[config.mk]
export PLATFORM = sky130hd
export DESIGN_NAME = rf_sequencer_flat
export DESIGN_NICKNAME = d
export VERILOG_FILES = /design/src/rtl/rf_seq_pkg.sv /design/src/rtl/rf_sequencer_if.sv /design/src/rtl/rf_alu.sv /design/src/rtl/rf_sequencer.sv /design/src/flat_wrapper.sv
export SDC_FILE = /design/constraint.sdc
export NUM_CORES = 1
export LEC_CHECK = 0
export CORE_ASPECT_RATIO = 1.75
export CORE_MARGIN = 5
export CORE_UTILIZATION = 25
export DETAILED_ROUTE_END_ITERATION = 8
export GPL_TIMING_DRIVEN = 0
export PLACE_DENSITY_LB_ADDON = 0.05
export SLEW_MARGIN = 10
export SYNTH_ARGS = -nofsm -noshare
export SYNTH_HDL_FRONTEND = slang
export SYNTH_HIERARCHICAL = 1
export SYNTH_SLANG_ARGS = --single-unit
[constraint.sdc]
create_clock -name clock -period 3.42 [get_ports clock]
set_input_delay 0.342 -clock clock [delete_from_list [all_inputs] [get_ports clock]]
set_output_delay 0.342 -clock clock [all_outputs]
set_load 0.03 [all_outputs]
[src/rtl/rf_seq_pkg.sv]
// Shared definitions for the register-file sequencer: opcodes, FSM states,
// instruction field positions and flag indices.
package rf_seq_pkg;

  localparam int RF_W = 4;

  localparam logic [2:0] OP_NOP  = 3'b000;
  localparam logic [2:0] OP_LDI  = 3'b001;
  localparam logic [2:0] OP_MOV  = 3'b010;
  localparam logic [2:0] OP_ADD  = 3'b011;
  localparam logic [2:0] OP_SUB  = 3'b100;
  localparam logic [2:0] OP_JMP  = 3'b101;
  localparam logic [2:0] OP_JZ   = 3'b110;
  localparam logic [2:0] OP_HALT = 3'b111;

  typedef enum logic [2:0] {
    S_IDLE,
    S_FETCH,
    S_LOAD,
    S_EXEC,
    S_HALTED
  } state_t;

  localparam int OPC_HI   = 7;
  localparam int OPC_LO   = 5;
  localparam int DST_BIT  = 4;
  localparam int SRCA_BIT = 3;
  localparam int SRCB_BIT = 2;
  localparam int IMM_HI   = 3;
  localparam int IMM_LO   = 0;

  localparam int FLAG_Z = 0;
  localparam int FLAG_C = 1;

endpackage

[src/rtl/rf_sequencer_if.sv]
// Bus between the sequencer, the program ROM and the two-entry register file.
interface rf_sequencer_if #(
  parameter int ADDR_W = 4
);
  import rf_seq_pkg::*;

  logic              rom_en;
  logic [ADDR_W-1:0] rom_addr;
  logic [7:0]        rom_data;
  logic              rf_sa;
  logic              rf_sb;
  logic              rf_da;
  logic              rf_w;
  logic [RF_W-1:0]   rf_d;
  logic [RF_W-1:0]   rf_a;
  logic [RF_W-1:0]   rf_b;

  modport master (
    output rom_en, rom_addr, rf_sa, rf_sb, rf_da, rf_w, rf_d,
    input  rom_data, rf_a, rf_b
  );

  modport slave (
    input  rom_en, rom_addr, rf_sa, rf_sb, rf_da, rf_w, rf_d,
    output rom_data, rf_a, rf_b
  );

endinterface

[src/rtl/rf_alu.sv]
// 4-bit add/subtract with carry (add) or borrow (sub) and a zero detect.
module rf_alu
  import rf_seq_pkg::*;
#(
  parameter int DATA_W = RF_W
) (
  input  logic [DATA_W-1:0] a,
  input  logic [DATA_W-1:0] b,
  input  logic              sub,
  output logic [DATA_W-1:0] result,
  output logic              carry,
  output logic              zero
);

  logic [DATA_W:0] ext;

  // One extra bit of width: its top bit is the add carry or the subtract borrow (A<B)
  always_comb begin
    if (sub) ext = {1'b0, a} - {1'b0, b};
    else     ext = {1'b0, a} + {1'b0, b};
    result = ext[DATA_W-1:0];
    carry  = ext[DATA_W];
    zero   = (ext[DATA_W-1:0] == '0);
  end

endmodule

[src/rtl/rf_sequencer.sv]
// Control unit: fetches instructions from a synchronous ROM, decodes them and
// drives the register-file ports; 3 cycles per instruction (FETCH/LOAD/EXEC).
module rf_sequencer
  import rf_seq_pkg::*;
#(
  parameter int ADDR_W = 4
) (
  input  logic          clock,
  input  logic          reset,
  input  logic          start,
  rf_sequencer_if.master bus,
  output logic          zero_flag,
  output logic          carry_flag,
  output logic          busy,
  output logic          halted
);

  state_t            state_q, state_d;
  logic [ADDR_W-1:0] pc_q;
  logic [7:0]        ir_q;
  logic [1:0]        flags_q;

  logic              load_ir, pc_clear, pc_jump;
  logic              flags_clear, z_we, c_we, z_d, c_d;
  logic [2:0]        opcode;
  logic [3:0]        imm;
  logic [RF_W-1:0]   alu_res;
  logic              alu_carry, alu_zero, alu_sub;

  assign opcode     = ir_q[OPC_HI:OPC_LO];
  assign imm        = ir_q[IMM_HI:IMM_LO];
  assign alu_sub    = (opcode == OP_SUB);
  assign zero_flag  = flags_q[FLAG_Z];
  assign carry_flag = flags_q[FLAG_C];

  rf_alu #(.DATA_W(RF_W)) u_alu (
    .a      (bus.rf_a),
    .b      (bus.rf_b),
    .sub    (alu_sub),
    .result (alu_res),
    .carry  (alu_carry),
    .zero   (alu_zero)
  );

  // FSM state register; reset drops straight to IDLE so all decoded outputs clear at once
  always_ff @(posedge clock or posedge reset) begin
    if (reset) state_q <= S_IDLE;
    else       state_q <= state_d;
  end

  // PC, instruction register and flags; a taken jump overrides the LOAD increment
  always_ff @(posedge clock or posedge reset) begin
    if (reset) begin
      pc_q    <= '0;
      ir_q    <= '0;
      flags_q <= '0;
    end else begin
      if (load_ir) ir_q <= bus.rom_data;
      if (pc_clear)     pc_q <= '0;
      else if (pc_jump) pc_q <= ADDR_W'(imm);
      else if (load_ir) pc_q <= pc_q + ADDR_W'(1);
      if (flags_clear) flags_q <= '0;
      if (z_we) flags_q[FLAG_Z] <= z_d;
      if (c_we) flags_q[FLAG_C] <= c_d;
    end
  end

  // Next-state logic and decode; RF lines are only driven while in EXEC
  always_comb begin
    state_d      = state_q;
    load_ir      = 1'b0;
    pc_clear     = 1'b0;
    pc_jump      = 1'b0;
    flags_clear  = 1'b0;
    z_we         = 1'b0;
    c_we         = 1'b0;
    z_d          = 1'b0;
    c_d          = 1'b0;
    busy         = 1'b0;
    halted       = 1'b0;
    bus.rom_en   = 1'b0;
    bus.rom_addr = pc_q;
    bus.rf_sa    = 1'b0;
    bus.rf_sb    = 1'b0;
    bus.rf_da    = 1'b0;
    bus.rf_w     = 1'b0;
    bus.rf_d     = '0;
    unique case (state_q)
      S_IDLE: begin
        if (start) begin
          pc_clear = 1'b1;
          state_d  = S_FETCH;
        end
      end
      S_FETCH: begin
        busy       = 1'b1;
        bus.rom_en = 1'b1;
        state_d    = S_LOAD;
      end
      S_LOAD: begin
        busy    = 1'b1;
        load_ir = 1'b1;
        state_d = S_EXEC;
      end
      S_EXEC: begin
        busy      = 1'b1;
        state_d   = S_FETCH;
        bus.rf_sa = ir_q[SRCA_BIT];
        bus.rf_sb = ir_q[SRCB_BIT];
        bus.rf_da = ir_q[DST_BIT];
        unique case (opcode)
          OP_LDI: begin
            bus.rf_w = 1'b1;
            bus.rf_d = imm;
            z_we     = 1'b1;
            z_d      = (imm == '0);
          end
          OP_MOV: begin
            bus.rf_w = 1'b1;
            bus.rf_d = bus.rf_a;
            z_we     = 1'b1;
            z_d      = (bus.rf_a == '0);
          end
          OP_ADD, OP_SUB: begin
            bus.rf_w = 1'b1;
            bus.rf_d = alu_res;
            z_we     = 1'b1;
            z_d      = alu_zero;
            c_we     = 1'b1;
            c_d      = alu_carry;
          end
          OP_JMP:  pc_jump = 1'b1;
          OP_JZ:   pc_jump = flags_q[FLAG_Z];
          OP_HALT: state_d = S_HALTED;
          default: ;
        endcase
      end
      S_HALTED: begin
        halted = 1'b1;
        if (start) begin
          pc_clear    = 1'b1;
          flags_clear = 1'b1;
          state_d     = S_FETCH;
        end
      end
      default: state_d = S_IDLE;
    endcase
  end

endmodule

[src/flat_wrapper.sv]
// flat-port wrapper written by rule: the top's interface ports become plain ports
module rf_sequencer_flat import rf_seq_pkg::*;
#(
  parameter int ADDR_W = 4
)
  (clock, reset, start, zero_flag, carry_flag, busy, halted, bus_rom_en, bus_rom_addr, bus_rf_sa, bus_rf_sb, bus_rf_da, bus_rf_w, bus_rf_d, bus_rom_data, bus_rf_a, bus_rf_b);
  rf_sequencer_if #(.ADDR_W(ADDR_W)) bus_i ();
  input  logic clock;
  input  logic reset;
  input  logic start;
  output logic zero_flag;
  output logic carry_flag;
  output logic busy;
  output logic halted;
  output wire logic [$bits(bus_i.rom_en)-1:0] bus_rom_en;
  output wire logic [$bits(bus_i.rom_addr)-1:0] bus_rom_addr;
  output wire logic [$bits(bus_i.rf_sa)-1:0] bus_rf_sa;
  output wire logic [$bits(bus_i.rf_sb)-1:0] bus_rf_sb;
  output wire logic [$bits(bus_i.rf_da)-1:0] bus_rf_da;
  output wire logic [$bits(bus_i.rf_w)-1:0] bus_rf_w;
  output wire logic [$bits(bus_i.rf_d)-1:0] bus_rf_d;
  input wire logic [$bits(bus_i.rom_data)-1:0] bus_rom_data;
  input wire logic [$bits(bus_i.rf_a)-1:0] bus_rf_a;
  input wire logic [$bits(bus_i.rf_b)-1:0] bus_rf_b;
  assign bus_rom_en = bus_i.rom_en;
  assign bus_rom_addr = bus_i.rom_addr;
  assign bus_rf_sa = bus_i.rf_sa;
  assign bus_rf_sb = bus_i.rf_sb;
  assign bus_rf_da = bus_i.rf_da;
  assign bus_rf_w = bus_i.rf_w;
  assign bus_rf_d = bus_i.rf_d;
  assign bus_i.rom_data = bus_rom_data;
  assign bus_i.rf_a = bus_rf_a;
  assign bus_i.rf_b = bus_rf_b;
  rf_sequencer #(.ADDR_W(ADDR_W)) u_core (.clock(clock), .reset(reset), .start(start), .bus(bus_i), .zero_flag(zero_flag), .carry_flag(carry_flag), .busy(busy), .halted(halted));
endmodule
==> impl_metrics.csv <==
group,metric,value,unit
synth,async_flop_share,100,%
grt,grt_pass1_wl,6290,um
clock_network,clk_path_buf_depth,2,
synth,yosysTopAreaCell,"dfrtp_1",
worst_setup_path,ff2ff_setup_slack,0.30,ns
sta,worstMarginPinSlew,0.691,ns
route,drtIter0Drc,49,
status,status,"finished, final reports clean",
finish,num-fill-cells,567,
grt,grt_max_degree,18,
clock_network,root_buffer,"clkbuf_8",
sta,fmax,307,MHz
pwr,p_leak,0.000807,uW
grt,grt_remaining_overflow,0,
pwr,vdd_drop_max,0.251,mV
die,io-pin-count,36,
route,drt_wl_total,3880,um
place,post-dp-hpwl,2990,um
clock_network,hold_buffers,0,
synth,synth_edf_count,0,
place,place_ws,-0.469,ns
worst_setup_path,reg2regPathDepth,9,
synth,ys_ff_latch,17,
hold_path,hold_path.class,"in2async",
clock_network,clk_latency,0.26,ns
sta,maxSlewHeadroom,53.9,%
sta,final_max_slew_viol_count,0,
synth,seq_area_frac_synth,31.5,%
worst_setup_path,crit_arrival,2.92,ns
synth,avgSynthCellArea,9.44,um2
die,die_h,107,um
clock_network,cts_tree,"done",
grt,antenna_found_initial,0,
die,start_util,25.7,%
worst_setup_path,crit_path_start,"u_core/ir_q[5]",
synth,synth.most_common_cell,"dfrtp_1",
route,drc,0,
die,rows,35,
route,vias,1196,
clock_network,cts.sinks,17,
synth,ys_types,46,
synth,ys_top_cells_by_count,"dfrtp_1 (17), nor2_1 (14), inv_1 (13), mux2_2 (12), nand2_1 (11)",
finish,diodes,0,
sta,setup_tns,0,ns
sta,setup_violations,0,
worst_setup_path,timing.rr.end,"u_core/flags_q[0]",
worst_setup_path,cp-end-kind,"output port",
clock_network,cts-htree-levels,1,
finish,drive_gt1_share,24.9,%
die,core,5260,um2
worst_setup_path,cp_max_fo,5,
finish,nNetsFinal,212,
sta,finalCritPeriodShare,95.3,%
route,drt-wirelength-per-cell,16.2,um
sta,fin_crit,3.26,ns
worst_setup_path,cp.required,3.08,ns
job,cap_violations,0,
route,firstDrtPassIters,5,
sta,setup_ws,0.160,ns
synth,synth_top_area_share,31.5,%
synth,synth_area_leaders,"dfrtp_1 (32%), mux2_2 (10%), ha_1 (5.6%)",
worst_setup_path,rr_startpoint,"u_core/ir_q[5]",
route,viasPerCell,4.98,
worst_setup_path,criticalPathCategory,"reg2out",
clock_network,numCtsBuffers,3,
worst_setup_path,crit_end,"bus_rf_d[3]",
grt,grt_pass1_vias,1251,
die,die_w,65.6,um
pwr,total_power,1670,uW
worst_setup_path,start_kind,"flip-flop",
sta,holdWs,0.483,ns
clock_network,clk_pin_slew,0.07,ns
grt,grt_use_total,11.7,%
synth,syn_inst,143,
finish,syn_to_final_growth,37.6,%
synth,yosysWarnings,6,
sta,finClkSkew,0.00569,ns
place,numPortBuffers,35,
synth,synthFlopType,"dfrtp_1",
pwr,powerDensity,900,nW/um2
sta,hold_viol,0,
synth,syn_nets,169,
synth,syn_area,1350,um2
place,place_congestion,0.763,
route,ant_nets,0,
die,die_area,7030,um2
-- stage by stage --
step	cell area (um2)	util [%]	instances
global placement	1770	33.7	233
finish	1860	35.4	240
global route	1860	35.4	240
detailed placement	1770	33.7	233
floorplan	1350	-	143
CTS	1820	34.5	238
-- worst min-delay path by stage --
| stage | from | slack [ns] | depth (start not counted) | end |
|---|---|---|---|---|
| after floorplan | reset | 0.27 | 1 | u_core/bus.rom_addr[0] |
| after global placement | u_core/ir_q[4] | 0.48 | 1 | u_core/ir_q[4] |
| after detailed placement | u_core/ir_q[4] | 0.49 | 1 | u_core/ir_q[4] |
| after CTS | u_core/ir_q[4] | 0.51 | 1 | u_core/ir_q[4] |
| after global routing | u_core/ir_q[4] | 0.54 | 1 | u_core/ir_q[4] |
| final | reset | 0.48 | 2 | u_core/ir_q[1] |
-- cells by family (layout without fill, tap and decap cells) --
family,count (synthesis),count (layout),synth area share [%]
flops,17,17,31.5
mux,14,14,11.5
simple gates,50,50,21.1
compound gates,28,28,17.2
xor+xnor,8,8,5.19
buf+inv,19,61,6.39
fa+ha+maj,7,7,7.04
-- per-layer routing --
layer | global-route usage (%) | vias up | share of wire (%)
li1 | - | 586 | -
met1 | 12.3 | 566 | 37
met2 | 21.5 | 40 | 55
met3 | 2.31 | 4 | 5.5
met4 | 5.34 | 0 | 2.2
met5 | 0 | - | 0
-- registers in the layout, indices dropped and copies added (netlist names) --
register and cells:
u_core/state_q 3, u_core/bus.rom_addr 4, u_core/ir_q 8, u_core/flags_q 2
-- layout by cell type, fill, tap and decap left out, types with 3 or more instances in the layout --
cell type        instances
buf_4                    6
nor2_1                  14
nand2_1                 10
buf_2                    4
and2_1                   3
nor2_2                   3
xor2_1                   3
clkbuf_8                 3
xnor2_1                  4
a2bb2oi_1                4
mux2_2                  11
clkdlybuf4s50_1         30
a22oi_1                  4
ha_1                     6
dfrtp_1                 15
inv_1                   13
-- layout make-up --
class	instances	area (um2)	area share [%]
clock inverters	1	5.00	0.269
clock buffers	3	41.3	2.22
repair buffers	39	373	20.1
flip-flops and latches	17	428	23.0
plain buffers	5	32.5	1.75
well taps	55	68.8	3.70
inverters	13	48.8	2.63
multi-input cells	107	861	46.3
-- power breakdown --
| part | internal (uW) | switching [uW] | total, uW |
|---|---|---|---|
| clock network | 80.9 | 74.8 | 156 |
| logic | 536 | 566 | 1100 |
| registers | 296 | 119 | 415 |
-- critical path, cell delays in order, from the launching register on --
cell and delay [ns]:
dfrtp_2 0.45, nor3b_4 0.33, nor2_1 0.09, xnor2_1 0.13, ha_1 0.36, a21oi_2 0.20
nand2_2 0.09, xor2_1 0.16, mux2_2 0.27, a22oi_1 0.14, a2bb2oi_1 0.19, nor2_1 0.06
buf_4 0.18
-- what timing repair did --
| action | CTS | global route |
|---|---|---|
| buffers inserted | 1 | 3 |
| pin swaps | 1 | 3 |
| setup endpoints to repair | 4 | 4 |
| gates cloned | 0 | 0 |
| resized for setup | 16 | 10 |
Power figures use the tool's default switching activity.
==> edit 1: new RTL, same flow settings <==
Encoding of `state_t`: now one-hot (5 bits for 5 states).
--- a/src/rtl/rf_seq_pkg.sv
+++ b/src/rtl/rf_seq_pkg.sv
@@ -15,8 +15,8 @@
 
-  typedef enum logic [2:0] {
-    S_IDLE,
-    S_FETCH,
-    S_LOAD,
-    S_EXEC,
-    S_HALTED
+  typedef enum logic [4:0] {
+    S_IDLE   = 5'b00001,
+    S_FETCH  = 5'b00010,
+    S_LOAD   = 5'b00100,
+    S_EXEC   = 5'b01000,
+    S_HALTED = 5'b10000
   } state_t;
Function: no difference found for any inputs over 10 cycles, from zero or initial values and one cycle with reset high; not proved beyond that.
==> edit 1 against the original RTL <==
- non-clock buffer count unchanged
- cell count up 13%
- worst setup slack improved by 13 ps
- area after synthesis increased by 9.9%
- wire length increased by 7.7%
- largest power group unchanged
- register-to-register slack lost 110 ps
- sequential cell count up 2
- power down 19%
- final area increased by 9.6%
- highest routed layer unchanged
==> edit 1: results (changes against the original RTL) <==
metric	value	unit	change
status	finished clean		
via count	1303		+8.9%
gp weighted congestion	0.791		+3.7%
# fillers	641		+13%
clk buf depth	2		unchanged
Worst Tran Pin Value	765	ps	+74.0 ps
Clock Skew	4.43	ps	-1.26 ps
Inserted Clock Buffers	3		unchanged
largest net degree at the start of global routing	20		+2
share of the yosys chip area belonging to registers	32.1	%	+0.61 points
final std cells w/o fill	272		+13%
Area after DPL	1930	µm²	+9.2%
Net Count, Synth	178		+5.3%
initial antenna violation count	0		unchanged
grt ovf	0		unchanged
top cells by count, synth	dfrtp_1, nor2_1, inv_1		
vias in the first global route	1390		+11%
Initial DRC Count	35		-29%
first-pass GRT wire length	6800	µm	+8.2%
WL/cell	15.4	µm	-5.0%
max FFs per register	8		unchanged
H-tree lvl count	1		unchanged
# nets final	221		+4.2%
Yosys warnings	6		unchanged
clk slew on worst S/H paths	70	ps	about the same
Clock Tree Root	clkbuf_8		
Post-DP HPWL	3300	µm	+11%
async set-reset flop share out of synthesis	100	%	unchanged
unique cell type count in the Yosys netlist	47		+2.2%
LEAKAGE	0.000923	µW	+14%
hold crit path type	reg2reg		
crit path max fanout	7		+2
PortBufs	35		unchanged
Total GRT Usage	11.8	%	+0.11 points
Pre-Repair DR Iteration Count	4		-1
Syn Inst Count	152		+6.3%
worst vdd ir	0.220	mV	-12%
ratio of cells with drive above 1 in the final layout	24.2	%	-0.64 points
Post-synth EDFFs	0		unchanged
Synth area leaders	dfrtp_1, mux2_4, ha_1		
Worst EP arrival	2900	ps	-20 ps
## edit 1: changes by cell type after synthesis, sizes merged, moves of 2 or more
| cell | change |
|---|---|
| nand2 | -8 |
| nand3 | +6 |
| nor2b | +5 |
| and3 | +4 |
| and2 | -3 |
| buf | -3 |
| clkbuf | +3 |
| nor3b | -3 |
| o21ai | -3 |
| a21oi | +2 |
| xor2 | +2 |
## edit 1: critical path, stage by stage, from the launching register on
cell,delay [ps]
dfrtp_1,360
buf_4,160
nor3b_4,320
mux2_4,370
inv_1,60
ha_1,210
nand3b_1,100
nand2_1,90
xor2_1,170
mux2_2,280
a22oi_2,130
a2bb2oi_2,140
nor2_1,50
buf_4,200
## edit 1: where the power goes
group,switching [µW],internal [µW]
combinational,403,413
sequential,88.9,301
clock,71.9,82.7
total,564,796
## edit 1: final timing paths
path | from | to | slack [ps] | cells past startpoint
max | u_core/ir_q[6] | bus_rf_d[3] | 170 | 13
min | u_core/ir_q[4] | u_core/ir_q[4] | 510 | 1
max reg2reg | u_core/ir_q[6] | u_core/flags_q[0] | 190 | 11
min reg2reg | u_core/ir_q[4] | u_core/ir_q[4] | 510 | 1
max in group asynchronous | reset | u_core/ir_q[4] | 2410 | 2
min in group asynchronous | reset | u_core/state_q[2] | 520 | 2
## edit 1: stage by stage
| step | hold WS [ps] | power [µW] | utilization [%] | setup TNS [ps] | setup slack [ps] |
|---|---|---|---|---|---|
| after floorplan | 292 | 928 | - | 0 | 325 |
| after global placement | 509 | 1120 | 33.1 | -1250 | -446 |
| after detailed placement | 503 | 1130 | 33.1 | -1490 | -503 |
| after CTS | 523 | 1310 | 33.8 | 0 | 20.5 |
| after global routing | 540 | 1480 | 34.9 | -50.4 | -32.8 |
| final | 514 | 1360 | 34.9 | 0 | 173 |
## edit 1: routing by layer
layer,global-route usage [%],vias to the layer above,wire (µm)
li1,-,632,-
met1,12.7,642,1530
met2,21.6,25,2440
met3,1.01,4,125
met4,5.84,0,85
met5,0,-,0
## edit 1: cell type report
| type | instances | share of cell area (%) |
|---|---|---|
| multi-input combinational | 113 | 47.5 |
| timing repair buffer | 38 | 17.6 |
| sequential | 19 | 23.4 |
| clock buffer | 4 | 2.21 |
| tap | 78 | 4.79 |
| inverter | 14 | 2.58 |
| buffer | 6 | 1.84 |
## edit 1: cells by family after synthesis
family,share of synthesized area [%]
flops,32.1
mux,12.6
xor+xnor,5.31
simple gates,19.7
compound gates,18.0
buf+inv,5.90
fa+ha+maj,6.41
## edit 1: timing repair
action / 4_1_cts / 5_1_grt
hold buffers: 0 / 0
resized for setup: 17 / 13
setup endpoints to repair: 4 / 4
buffers inserted: 1 / 2
pin swaps: 1 / 5
==> edit 2: new RTL, same settings <==
Made on the original files. Register the outputs `zero_flag` and `carry_flag`, cleared by the reset; this adds one clock of latency there. The other outputs are not delayed to match.
--- a/src/rtl/rf_sequencer.sv
+++ b/src/rtl/rf_sequencer.sv
@@ -32,4 +32,11 @@
   assign alu_sub    = (opcode == OP_SUB);
-  assign zero_flag  = flags_q[FLAG_Z];
-  assign carry_flag = flags_q[FLAG_C];
+  always_ff @(posedge clock or posedge reset) begin
+    if (reset) begin
+      zero_flag  <= '0;
+      carry_flag <= '0;
+    end else begin
+      zero_flag  <= flags_q[FLAG_Z];
+      carry_flag <= flags_q[FLAG_C];
+    end
+  end
 
Check against the original RTL: not equivalent (a bounded check fails within 10 cycles, from zero or initial values and one cycle with reset high).
==> edit 2 against the original RTL <==
- wire length about the same
- clock skew down 1.1 ps
- area after synthesis up 3.5%
- largest power group unchanged
- final area up 5.4%
- sequential share of layout area up 1.3 points
- largest cell class unchanged
- via count up 2.2%
- critical path depth up 2
- sequential cell count up 2
- die area up 3.1%
- worst setup slack better by 2.1 ps
- power up 5.2%
==> edit 2: results (changes against the original RTL) <==
metric	value	unit	change
status	finished clean		
# nets final	217		+2.4%
unique cell type count in the Yosys netlist	43		-6.5%
placed cells	259		+11%
WL/cell	14.6	µm	-9.8%
Syn Inst Count	148		+3.5%
Post-DP HPWL	3070	µm	+2.9%
Slowest-stage cell, CP	clkdlybuf4s50_1		
Crit path max-delay family	buffers and inverters		
dpl ws	-455	ps	+14.2 ps
PortBufs	35		unchanged
hold crit path type	reg2reg		
LEAKAGE	0.000845	µW	+4.6%
gp weighted congestion	0.817		+7.1%
Inserted Clock Buffers	3		unchanged
worst vdd ir	0.289	mV	+15%
crit-path max cell delay	500	ps	+50 ps
Pre-Repair DR Iteration Count	4		-1
Worst EP arrival	2920	ps	about the same
period utilization	95.3	%	about the same
Min Hold Slack	388	ps	-95.4 ps
Area after DPL	1840	µm²	+4.2%
Net Count, Synth	174		+3.0%
Max-slew headroom	49.7	%	-4.1 points
area of the multi-input gates	885	µm²	+2.8%
Total GRT Usage	11.7	%	+0.061 points
Synth area leaders	dfrtp_1, mux2_2, ha_1		
reg2reg path depth	10		+1
worst r2r src	u_core/ir_q[6]		
ratio of cells with drive above 1 in the final layout	22.6	%	-2.2 points
vias in the first global route	1359		+8.6%
Initial DRC Count	33		-33%
setup slack, reg-to-reg	290	ps	
first-pass GRT wire length	6360	µm	+1.2%
switch share	44.8	%	-0.58 points
# fillers	596		+5.1%
hold path depth	0		
crit path max fanout	3		-2
CP Capture Point	bus_rf_d[3]		
vias per cell	4.59		-7.8%
Worst Setup SP	bus_rf_b[1]		
Clock Tree Root	clkbuf_8		
top cells by count, synth	dfrtp_1, nor2_1, inv_1		
Clock Skew	4.57	ps	-1.12 ps
share of the yosys chip area belonging to registers	34.0	%	+2.5 points
largest net degree at the start of global routing	20		+2
final std cells w/o fill	266		+11%
[edit 2: cell count changes after synthesis, sizes merged]
cell / unedited run / this run
dfrtp: 17 / 19
a21oi: 3 / 4
a31o: 1 / 0
nand2: 11 / 12
nand3: 2 / 3
nand4: 2 / 1
nor2: 17 / 18
o21ai: 3 / 4
[edit 2: layout make-up]
class	count	share of cell area, %
Clock buffer	3	2.11
Multi-Input combinational cell	110	45.2
Tap cell	76	4.86
Timing Repair Buffer	38	18.5
Clock inverter	1	0.256
Inverter	13	2.49
Sequential cell	19	24.3
Buffer	6	2.30
[edit 2: timing repair]
item / CTS / global route
pin swaps: 2 / 2
setup endpoints to repair: 4 / 4
gates resized for setup: 12 / 15
setup buffers: 3 / 0
[edit 2: layer usage]
layer | vias to the layer above | GRT usage, % | routed length [µm]
met5 | - | 0 | 0
met4 | 0 | 7.85 | 138
met3 | 10 | 2.58 | 213
met2 | 35 | 21.1 | 2140
met1 | 578 | 11.6 | 1390
li1 | 599 | - | -
[edit 2: power by group through the flow]
| stage | Sequential, µW | Combinational (µW) | Clock [µW] |
|---|---|---|---|
| 2_1_floorplan | 467 | 742 | 0 |
| 3_3_place_gp | 442 | 1100 | 0 |
| 3_5_place_dp | 443 | 1100 | 0 |
| 4_1_cts | 440 | 1140 | 166 |
| 5_1_grt | 457 | 1270 | 174 |
| 6_report | 436 | 1170 | 156 |
[edit 2: kinds of logic (layout without fill, tap and decap cells)]
kind of cell | Yosys count | count (layout) | share of synthesized area [%]
AND/OR/NAND/NOR | 52 | 52 | 20.0
AO/OA/AOI/OAI | 29 | 29 | 16.4
flip-flops | 19 | 19 | 34.0
buffers and inverters | 19 | 61 | 6.71
multiplexers | 14 | 14 | 11.1
XOR/XNOR | 8 | 8 | 5.01
adder cells (fa/ha/maj) | 7 | 7 | 6.80
